==> src/rtl/stream_minmax.sv <==
// Streaming frame reducer: tracks min, max and sample count per frame behind valid/ready handshakes.
// Optional macro STREAM_MINMAX_INDEX_EN adds first-occurrence positions of the min and max.
module stream_minmax #(
    parameter int WIDTH     = 8,
    parameter int FRAME_LEN = 16,
    parameter int SIGNED    = 0
) (
    input  logic                           clk,
    input  logic                           rst_n,
    input  logic                           in_valid,
    output logic                           in_ready,
    input  logic [WIDTH-1:0]               in_data,
    input  logic                           in_last,
    output logic                           out_valid,
    input  logic                           out_ready,
    output logic [WIDTH-1:0]               out_min,
    output logic [WIDTH-1:0]               out_max,
    output logic [$clog2(FRAME_LEN+1)-1:0] out_count
`ifdef STREAM_MINMAX_INDEX_EN
    ,
    output logic [$clog2(FRAME_LEN)-1:0]   out_min_idx,
    output logic [$clog2(FRAME_LEN)-1:0]   out_max_idx
`endif
);
    localparam int CW = $clog2(FRAME_LEN + 1);
    localparam int IW = $clog2(FRAME_LEN);

    typedef enum logic [1:0] {
        S_IDLE = 2'd0,
        S_ACC  = 2'd1,
        S_HOLD = 2'd2
    } state_t;

    state_t           r_state;
    state_t           w_state_nxt;
    logic             r_in_ready;
    logic             r_out_valid;
    logic [WIDTH-1:0] r_min;
    logic [WIDTH-1:0] r_max;
    logic [CW-1:0]    r_count;
    logic [CW-1:0]    w_count_inc;
    logic             w_accept;
    logic             w_load;
    logic             w_upd_min;
    logic             w_upd_max;
`ifdef STREAM_MINMAX_INDEX_EN
    logic [IW-1:0]    r_min_idx;
    logic [IW-1:0]    r_max_idx;
`endif

    function automatic logic less_than(input logic [WIDTH-1:0] a, input logic [WIDTH-1:0] b);
        logic lt;
        if (SIGNED != 32'sd0) begin
            lt = ($signed(a) < $signed(b));
        end else begin
            lt = (a < b);
        end
        return lt;
    endfunction

    // Handshake decode and next-state selection
    always_comb begin
        w_state_nxt = r_state;
        w_accept    = in_valid & r_in_ready;
        w_count_inc = r_count + CW'(1'b1);
        w_load      = w_accept & (r_state == S_IDLE);
        // strict compares so an equal value never displaces the stored extreme
        w_upd_min   = w_accept & less_than(in_data, r_min);
        w_upd_max   = w_accept & less_than(r_max, in_data);
        case (r_state)
            S_IDLE: begin
                if (w_accept) begin
                    w_state_nxt = in_last ? S_HOLD : S_ACC;
                end else begin
                    w_state_nxt = S_IDLE;
                end
            end
            S_ACC: begin
                if (w_accept && (in_last || (w_count_inc == CW'(FRAME_LEN)))) begin
                    w_state_nxt = S_HOLD;
                end else begin
                    w_state_nxt = S_ACC;
                end
            end
            S_HOLD: begin
                if (out_ready) begin
                    w_state_nxt = S_IDLE;
                end else begin
                    w_state_nxt = S_HOLD;
                end
            end
            default: w_state_nxt = S_IDLE;
        endcase
    end

    // State register with registered handshake flags derived from the next state
    always_ff @(posedge clk or negedge rst_n) begin
        if (!rst_n) begin
            r_state     <= S_IDLE;
            r_in_ready  <= 1'b0;
            r_out_valid <= 1'b0;
        end else begin
            r_state     <= w_state_nxt;
            r_in_ready  <= (w_state_nxt != S_HOLD);
            r_out_valid <= (w_state_nxt == S_HOLD);
        end
    end

    // Frame accumulators; the pre-increment count is the position of the incoming sample
    always_ff @(posedge clk or negedge rst_n) begin
        if (!rst_n) begin
            r_min     <= {WIDTH{1'b0}};
            r_max     <= {WIDTH{1'b0}};
            r_count   <= {CW{1'b0}};
`ifdef STREAM_MINMAX_INDEX_EN
            r_min_idx <= {IW{1'b0}};
            r_max_idx <= {IW{1'b0}};
`endif
        end else if (w_load) begin
            r_min     <= in_data;
            r_max     <= in_data;
            r_count   <= CW'(1'b1);
`ifdef STREAM_MINMAX_INDEX_EN
            r_min_idx <= {IW{1'b0}};
            r_max_idx <= {IW{1'b0}};
`endif
        end else if (w_accept) begin
            r_count <= w_count_inc;
            if (w_upd_min) begin
                r_min     <= in_data;
`ifdef STREAM_MINMAX_INDEX_EN
                r_min_idx <= r_count[IW-1:0];
`endif
            end
            if (w_upd_max) begin
                r_max     <= in_data;
`ifdef STREAM_MINMAX_INDEX_EN
                r_max_idx <= r_count[IW-1:0];
`endif
            end
        end
    end

    assign in_ready  = r_in_ready;
    assign out_valid = r_out_valid;
    assign out_min   = r_min;
    assign out_max   = r_max;
    assign out_count = r_count;
`ifdef STREAM_MINMAX_INDEX_EN
    assign out_min_idx = r_min_idx;
    assign out_max_idx = r_max_idx;
`endif

endmodule

==> config.mk <==
export PLATFORM = sky130hd
export DESIGN_NAME = stream_minmax
export DESIGN_NICKNAME = d
export VERILOG_FILES = /design/src/rtl/stream_minmax.sv
export SDC_FILE = /design/constraint.sdc
export NUM_CORES = 1
export LEC_CHECK = 0
export CAP_MARGIN = 20
export CORE_ASPECT_RATIO = 1.4
export CORE_MARGIN = 5
export CORE_UTILIZATION = 40
export DETAILED_ROUTE_END_ITERATION = 8
export GPL_ROUTABILITY_DRIVEN = 0
export PLACE_DENSITY = 0.68
export SKIP_LAST_GASP = 1
export SYNTH_ARGS = -nofsm -noshare
export SYNTH_HDL_FRONTEND = slang
export SYNTH_SLANG_ARGS = --single-unit
==> constraint.sdc <==
create_clock -name clk -period 3.9 [get_ports clk]
set_input_delay 0.39 -clock clk [delete_from_list [all_inputs] [get_ports clk]]
set_output_delay 0.39 -clock clk [all_outputs]
set_load 0.05 [all_outputs]
Yosys cells after proc, flatten, opt, wreduce, memory -nomap -nowiden

Cells that the tools add are included.

Flip-flop bits (word level): 25
Bits of input ports: 13
Output and inout port bits: 23
Word-level logic and storage cells: 39

Add/sub/neg operators: 1
Magnitude comparators: 2
Eq/ne operators: 5
Multiplexer cells: 13
Bitwise operators: 4
Reductions and logical operators: 8

Operator list:

| operator                                             | number |
|---|---|
| 2-to-1 mux 8 bit                                     | 6 |
| less-than comparator 8 bit                           | 2 |
| 2-to-1 mux 5 bit                                     | 2 |
| 2-to-1 mux 2 bit                                     | 4 |
| case mux 2 bit (3 select lines)                      | 1 |
| nonzero test 2 bit                                   | 3 |
| adder 5 x 1 -> 5 bit (second input constant)         | 1 |
| equality test 5 bit (second input constant)          | 1 |
| bitwise AND 1 bit                                    | 4 |
| equality test 2 bit (second input constant)          | 2 |
| AND reduction 2 bit                                  | 2 |
| equality test 2 x 1 -> 1 bit (second input constant) | 1 |
| logical NOT 2 bit                                    | 1 |
| != test 2 bit (second input constant)                | 1 |
| logical AND 1 bit                                    | 1 |
| logical OR 1 bit                                     | 1 |

Longest topological paths before layout

Gate-level depths: netlist of the first run.

Depth after elaboration: 7
Gate-level depth with buffers: 6
Mapped depth without buffers: 6

Worst setup path after synthesis of the first run

Ideal clock, no wire load.

Path kind: reg-to-reg
From: register r_min[1], in the netlist out_min[1]
To: register r_min[0], in the netlist out_min[0]
Setup time: 0.125 ns
Arrival time: 2.046 ns
Data required time: 3.775 ns
Setup slack: 1.729 ns
Cell stages (with the launch flop): 7
Buffers on the path: 0
Clock period less this slack: 2.171 ns
Cell sequence: dfrtp_1 > inv_1 > ha_1 > a2111oi_2 > a2111oi_2 > o21ai_4 > mux2_4

Cells in the longest elaborated chain, start to end: 4

Ends and longest elaborated chain:

| item                                 | RTL line | RTL |
|---|---|---|
| from (decl)                          | 38       | `logic [WIDTH-1:0] r_min;` |
| from (signal assigned)               | 112      | `r_min <= {WIDTH{1'b0}};` |
| from (signal assigned)               | 120      | `r_min <= in_data;` |
| from (signal assigned)               | 130      | `r_min <= in_data;` |
| less-than comparator 8 bit           | 56       | `lt = (a < b);` |
| bitwise AND 1 bit                    | 68       | `w_upd_min = w_accept & less_than(in_data, r_min);` |
| nonzero test 2 bit (no source line)  | -        |  |
| AND reduction 2 bit (no source line) | -        |  |

No other way between the ends.
A chain may end at the register's enable or synchronous reset.

Worst setup path in the final report of the first run

From: input port in_data[1]
To: register r_max[4], in the netlist out_max[4]

Cells in the longest elaborated chain, start to end: 4

Ends and longest elaborated chain:

| item                                 | RTL line | RTL |
|---|---|---|
| from (decl)                          | 12       | `input logic [WIDTH-1:0] in_data,` |
| less-than comparator 8 bit           | 56       |  |
| bitwise AND 1 bit                    | 69       | `w_upd_max = w_accept & less_than(r_max, in_data);` |
| nonzero test 2 bit (no source line)  | -        |  |
| AND reduction 2 bit (no source line) | -        |  |
| to (signal assigned)                 | 113      | `r_max <= {WIDTH{1'b0}};` |
| to (signal assigned)                 | 121      | `r_max <= in_data;` |
| to (signal assigned)                 | 136      | `r_max <= in_data;` |
| to (decl)                            | 39       | `logic [WIDTH-1:0] r_max;` |

No other way between the ends.

==> results of run 1 <==
report_power, final:
group          switching [µW]  leakage [µW]  internal (µW)  total, µW
registers                92.8      0.000301            367        460
logic                     617      0.000522            366        982
clock network            78.5     0.0000228           73.0        152
total                     788      0.000845            806       1590
per-layer routing:
layer	part of all wire	vias to the layer above
li1	-	518
met1	0.41	505
met2	0.53	27
met3	0.050	4
met4	0.0077	0
met5	0	-
layout by cell type, fill, tap and decap left out, types with 2 or more instances in the layout:
cell and n:
clkdlybuf4s50_1 35, dfrtp_1 25, inv_1 18, ha_1 15
nand2_1 10, mux2_2 10, mux2i_1 8, o21ai_0 7
a21oi_1 5, nor2_1 4, a2111oi_2 3, clkbuf_8 3
o211ai_1 2, nand2b_1 2, nand3_1 2
layout make-up:
cell class,instances,area (µm²)
Clock buffer,4,45.04
Fill cell,314,1510
Inverter,18,67.56
Multi-Input combinational cell,81,694.4
Sequential cell,25,625.6
Tap cell,40,50.05
Timing Repair Buffer,37,385.4
path summary, 6_finish.rpt:
| kind | end | slack [ns] | cells past startpoint |
|---|---|---|---|
| worst max-delay path | out_max[4]$_DFFE_PN0P_ | 1.62 | 7 |
| worst min-delay path | out_max[0]$_DFFE_PN0P_ | 0.38 | 1 |
| worst max register to register | out_max[4]$_DFFE_PN0P_ | 1.92 | 5 |
| worst min register to register | out_max[0]$_DFFE_PN0P_ | 0.54 | 1 |
| max in group asynchronous | out_min[3]$_DFFE_PN0P_ | 3.02 | 3 |
| min in group clk | out_max[0]$_DFFE_PN0P_ | 0.54 | 1 |
per-stage QoR:
stage | hold WS (ns) | setup slack [ns] | power (µW) | util | cells
floorplan | 0.09441 | 1.729 | 1126 | - | 125
global placement | 0.5054 | 1.374 | 1437 | 0.5315 | 200
detailed placement | 0.5219 | 1.315 | 1456 | 0.5315 | 200
CTS | 0.5416 | 1.599 | 1613 | 0.5448 | 204
global route | 0.3903 | 1.524 | 1704 | 0.5530 | 205
finish | 0.3750 | 1.622 | 1594 | 0.5530 | 205
worst reg2reg max path, delay by kind of cell, from the launching register on:
kind | cells | cell delay (ns)
AOI/OAI and AO/OA | 3 | 0.78
adders and majority gates | 1 | 0.29
DFF | 1 | 0.40
muxes | 1 | 0.39
kinds of logic after synthesis:
group | synth area share
multiplexers | 0.1493
XOR/XNOR | 0.01259
adder cells (fa/ha/maj) | 0.1349
AO/OA/AOI/OAI | 0.1340
buffers and inverters | 0.05125
flip-flops | 0.4496
AND/OR/NAND/NOR | 0.06834
registers in the layout (all words and copies together) (netlist names):
| name | count |
|---|---|
| in_ready | 1 |
| out_count | 5 |
| out_max | 8 |
| out_min | 8 |
| out_valid | 1 |
| r_state | 2 |
==> metrics.md, run 1 <==
| Metric | Value |
|---|---|
| Count leader, synth | `dfrtp_1` |
| Vias per cell | `5.141` |
| First-pass GRT wire length | `5271 µm` |
| Clock Sinks | `25` |
| Max H-tree Level | `1` |
| Setup_tns | `0 ns` |
| Setup CP Type | `input pin to flop` |
| Design Area, Final | `1868 µm²` |
| DRT iter0 DRCs | `26` |
| RSZ-0062 raised after global routing | `false` |
| Endpoints failing hold | `0` |
| Peak supply drop | `0.0004000 V` |
| Core Area | `3378 µm²` |
| Gr usage total | `0.1430` |
| Post-CTS Hold Fix Bufs | `0` |
| Max Fanout on Critical Path | `8` |
| Post-synth ARST share | `1.000` |
| Post-Place Cell Area | `1795 µm²` |
| CTS buffer count | `3` |
| Status | `completed` |
| Critical path's top delay family | `compound AO/OA/AOI/OAI gates` |
| Vias in the first global route | `1190` |
| MaxCap Viol Count | `0` |
| Initial antenna violation count | `0` |
| GRT Max-Usage Layer | `met2` |
| Total number of vias | `1054` |
| Endpoints failing setup | `0` |
| Total gr overflow | `0` |
| Post-route antenna net violation count | `0` |
| Tmin final | `2.278 ns` |
| Top cells by area, synth | `dfrtp_1 (45%), ha_1 (13%), mux2_2 (8.1%), mux2i_1 (5.8%), inv_1 (4.9%)` |
| Top FF cell, synth | `dfrtp_1` |
| Yosys top cell area share | `0.4496` |
| Starting Density | `0.4119` |
| DIE AREA | `4775 µm²` |
| HPWL after DPL | `2382 µm` |
| Top cell type by total area after synthesis | `dfrtp_1` |
| Avg Inst Size Synth | `11.13 µm²` |
| CTS clk-pin slew, worst paths | `0.08 ns` |
| CP endpoint kind | `flop` |
| Slew Limit Headroom | `0.6557` |
| Final period util | `0.5841` |
| Most frequent cells after synthesis | `dfrtp_1 (25), inv_1 (18), ha_1 (15)` |
| Fin nets | `194` |
| Share of layout cells above drive strength 1 | `0.1273` |
| Largest net degree at the start of global routing | `25` |
| Met3 GRT Util | `0.02913` |
| 1st-pass router iterations | `4` |
| Worst path cell trace | `clkdlybuf4s50_1 -> inv_1 -> ha_1 -> a2111oi_2 -> a2111oi_1 -> o21ai_2 -> mux2_2` |
| LEAKAGE | `0.0008455 µW` |
| Crit path from | `in_data[1]` |
| Bufs and invs on worst path | `2` |
| Max stage delay on crit path | `0.50 ns` |
| Worst skew pair latency | `0.26 ns` |
| Startpoint Class | `input pin` |
| Die width | `59.85 µm` |
| Port bufs | `35` |
| Fmax | `0.4390 GHz` |
| CTS max path bufs | `2` |
| WL/cell | `14.53 µm` |
| Register area share after synthesis | `0.4496` |
| Global routing usage on met1 | `0.1633` |
| Count of pins over their slew limit | `0` |
| EDFF count, synth | `0` |
| Drt drc | `0` |
| Slew @ Worst Pin | `0.5148 ns` |
| #FFs+latches synth | `25` |
| Post-Synthesis Cells | `125` |
| Ant diodes | `0` |
| Yosys warnings | `0` |
| Mapped cell area | `1391 µm²` |
| Postcts setup bufs | `0` |
| Synth cell types | `27` |
| Cts repair resizes | `0` |
| Worst reg2reg startpoint | `out_max[1]$_DFFE_PN0P_` |
| Boundary pin count | `36` |
| Crit path DAT | `2.43 ns` |
| P per Cell Area | `853.2 nW/µm²` |
| Critical path data required time | `4.05 ns` |
| Area growth, synth to finish | `34.26%` |
| Worst path slowest cell | `clkdlybuf4s50_1` |
| CTS tree | `done` |
| CTS root buffer | `clkbuf_8` |
| Routed WL | `2978 µm` |
| Hold Crit Class | `input pin to async pin` |
| Die H | `79.79 µm` |
| Setup Skew | `0.001476 ns` |
| Post-synthesis net count | `153` |
| M2 GR Usage | `0.2597` |
| Site row count | `25` |
Note: power is estimated with default switching activity, not from simulation.
==> run 2, diff against run 1 <==
- clock period: 3.9 -> 2.1 ns (I/O delays scaled with it)
==> metrics.md, run 2 (synthesis gave the netlist of run 1 again) <==
| Metric | Value |
|---|---|
| Setup CP Type | `input pin to flop (unchanged)` |
| Setup Skew | `0.004195 ns (was 0.001476 ns)` |
| R2r worst-path depth | `6 (was 5)` |
| CTS buffer count | `3 (unchanged)` |
| LEAKAGE | `0.0009216 µW (was 0.0008455 µW)` |
| Combinational share of power | `0.634 (was 0.616)` |
| Status | `completed (unchanged)` |
| Setup_tns | `0 ns (unchanged)` |
| Fin worst setup slack | `0.01499 ns (was 1.622 ns)` |
| Max H-tree Level | `1 (unchanged)` |
| Post-CTS Hold Fix Bufs | `0 (unchanged)` |
| Commonest non-fill, non-tap cell in the layout | `clkdlybuf4s50_1 (unchanged)` |
| CP endpoint kind | `flop (unchanged)` |
| CTS root buffer | `clkbuf_8 (unchanged)` |
| Count of pins over their slew limit | `0 (unchanged)` |
| Bufs and invs on worst path | `3 (was 2)` |
| Crit path DAT | `2.24 ns (was 2.43 ns)` |
| CTS clk-pin slew, worst paths | `0.09 ns (was 0.08 ns)` |
| Most frequent cells in the layout | `clkdlybuf4s50_1 (35), dfrtp_1 (21), inv_1 (18) (was clkdlybuf4s50_1 (35), dfrtp_1 (25), inv_1 (18))` |
| Setup slack, reg-to-reg | `0.14 ns (was 1.92 ns)` |
| Port bufs | `35 (unchanged)` |
| Worst path cell trace | `clkdlybuf4s50_1 -> inv_1 -> ha_1 -> o21ai_0 -> a2111oi_2 -> o21ai_4 -> buf_12 -> mux2_4 (was clkdlybuf4s50_1 -> inv_1 -> ha_1 -> a2111oi_2 -> a2111oi_1 -> o21ai_2 -> mux2_2)` |
| Slew @ Worst Pin | `0.5006 ns (was 0.5148 ns)` |
| Starting Density | `0.4119 (unchanged)` |
| Total number of vias | `1120 (was 1054)` |
| Site row count | `25 (unchanged)` |
| Reg2reg end | `out_max[4]$_DFFE_PN0P_ (unchanged)` |
| Clock power share | `0.090 (was 0.095)` |
| Endpoints failing hold | `0 (unchanged)` |
| Peak supply drop | `0.0007347 V (was 0.0004000 V)` |
| DRT iter0 DRCs | `26 (unchanged)` |
| Die H | `79.79 µm (unchanged)` |
| Drt drc | `0 (unchanged)` |
| Worst reg2reg startpoint | `out_max[3]$_DFFE_PN0P_ (was out_max[1]$_DFFE_PN0P_)` |
| Vias in the first global route | `1236 (was 1190)` |
| WL/cell | `15.16 µm (was 14.53 µm)` |
| CTS max path bufs | `2 (unchanged)` |
| Hold Crit Class | `input pin to async pin (unchanged)` |
| Max Fanout on Critical Path | `8 (unchanged)` |
| Die width | `59.85 µm (unchanged)` |
| Design Area, Final | `2023 µm² (was 1868 µm²)` |
| Setup crit end | `out_max[4]$_DFFE_PN0P_ (unchanged)` |
| Ant diodes | `0 (unchanged)` |
| Fin Hold WS | `0.3156 ns (was 0.3750 ns)` |
| Boundary pin count | `36 (unchanged)` |
| Post-Place Cell Area | `1913 µm² (was 1795 µm²)` |
| MaxCap Viol Count | `0 (unchanged)` |
| Worst path slowest cell | `clkdlybuf4s50_1 (unchanged)` |
| Place WS | `-0.2804 ns (was 1.315 ns)` |
| First-pass GRT wire length | `5547 µm (was 5271 µm)` |
| Share of layout cells above drive strength 1 | `0.2333 (was 0.1273)` |
| Sw Ratio | `0.4862 (was 0.4944)` |
| Critical path's top delay family | `buffers and inverters (was compound AO/OA/AOI/OAI gates)` |
| Routed WL | `3335 µm (was 2978 µm)` |
| HPWL after DPL | `2634 µm (was 2382 µm)` |
| Slew Limit Headroom | `0.6652 (was 0.6557)` |
| CTS tree | `done (unchanged)` |
| Max stage delay on crit path | `0.51 ns (was 0.50 ns)` |
| Core Area | `3378 µm² (unchanged)` |
| Startpoint Class | `input pin (unchanged)` |
| Endpoints failing setup | `0 (unchanged)` |
| Clock Sinks | `25 (unchanged)` |
| Gr usage total | `0.1508 (was 0.1430)` |
| Crit path from | `in_data[3] (was in_data[1])` |
| Fin nets | `209 (was 194)` |
| Internal power | `1620 µW (was 805.9 µW)` |
| Critical path data required time | `2.26 ns (was 4.05 ns)` |
| P per Cell Area | `1558 nW/µm² (was 853.2 nW/µm²)` |
| Tmin final | `2.085 ns` |
| NetSw | `1533 µW (was 787.9 µW)` |
| Sequential cell fraction of total power | `0.276 (was 0.289)` |
| Crit. path cell count | `8 (was 7)` |
| Area growth, synth to finish | `45.41% (was 34.26%)` |
| Worst skew pair latency | `0.26 ns (about the same)` |
| 1st-pass router iterations | `4 (unchanged)` |
| Fmax | `0.4796 GHz` |
| Final period util | `0.9929` |
| Vias per cell | `5.091 (was 5.141)` |
| DIE AREA | `4775 µm² (unchanged)` |
| Post-route antenna net violation count | `0 (unchanged)` |
| Final core utilization | `0.5989 (was 0.5530)` |
| Largest net degree at the start of global routing | `26 (was 25)` |
| Initial antenna violation count | `0 (unchanged)` |
| Total gr overflow | `0 (unchanged)` |
## run 2: worst reg2reg max path: stages (launching register included)
cell and delay, ns:
dfrtp_1 0.41, ha_1 0.28, o21ai_0 0.12, a2111oi_2 0.48
o21ai_4 0.12, buf_12 0.15, mux2_4 0.29
## run 2: layout make-up
cell class                      count  area [µm²]
Inverter                           18       67.56
Clock buffer                        4       45.04
Timing Repair Buffer               52       490.5
Tap cell                           40       50.05
Multi-Input combinational cell     81       739.5
Sequential cell                    25       630.6
Fill cell                         312        1355
## run 2: what timing repair did
action                                 in CTS  in global routing
setup buffers                               0                  1
pin swaps                                   0                  3
endpoints found under the hold margin       0                  0
setup endpoints to repair                   1                  8
gates resized for setup                     1                  5
## run 2: stage by stage
stage	instances	power, µW
floorplan	125	2100
global placement	215	2736
detailed placement	215	2780
CTS	219	3076
global route	220	3343
finish	220	3153
## run 2: worst min path at each step
stage                                     to  slack (ns)  cells after the start
floorplan                 in_ready$_DFF_PN0_       -0.09                      0
global placement      out_max[0]$_DFFE_PN0P_        0.51                      1
detailed placement    out_max[0]$_DFFE_PN0P_        0.52                      1
CTS                 out_count[4]$_DFFE_PN0P_        0.32                      2
global route          out_min[2]$_DFFE_PN0P_        0.35                      2
finish                out_min[4]$_DFFE_PN0P_        0.32                      2
## run 2: power by group through the flow
stage	Clock (µW)	Sequential (µW)	Combinational (µW)
4_1_cts	289	869	1920
6_report	284	870	2000
2_1_floorplan	0	1520	576
3_5_place_dp	0	874	1910
5_1_grt	312	909	2120
3_3_place_gp	0	864	1870
## run 2: metal layers
metal | wire [µm] | GRT usage
met4 | 57 | 0.04435
met2 | 1852 | 0.2792
met1 | 1278 | 0.1702
met5 | 0 | 0
met3 | 147 | 0.02427
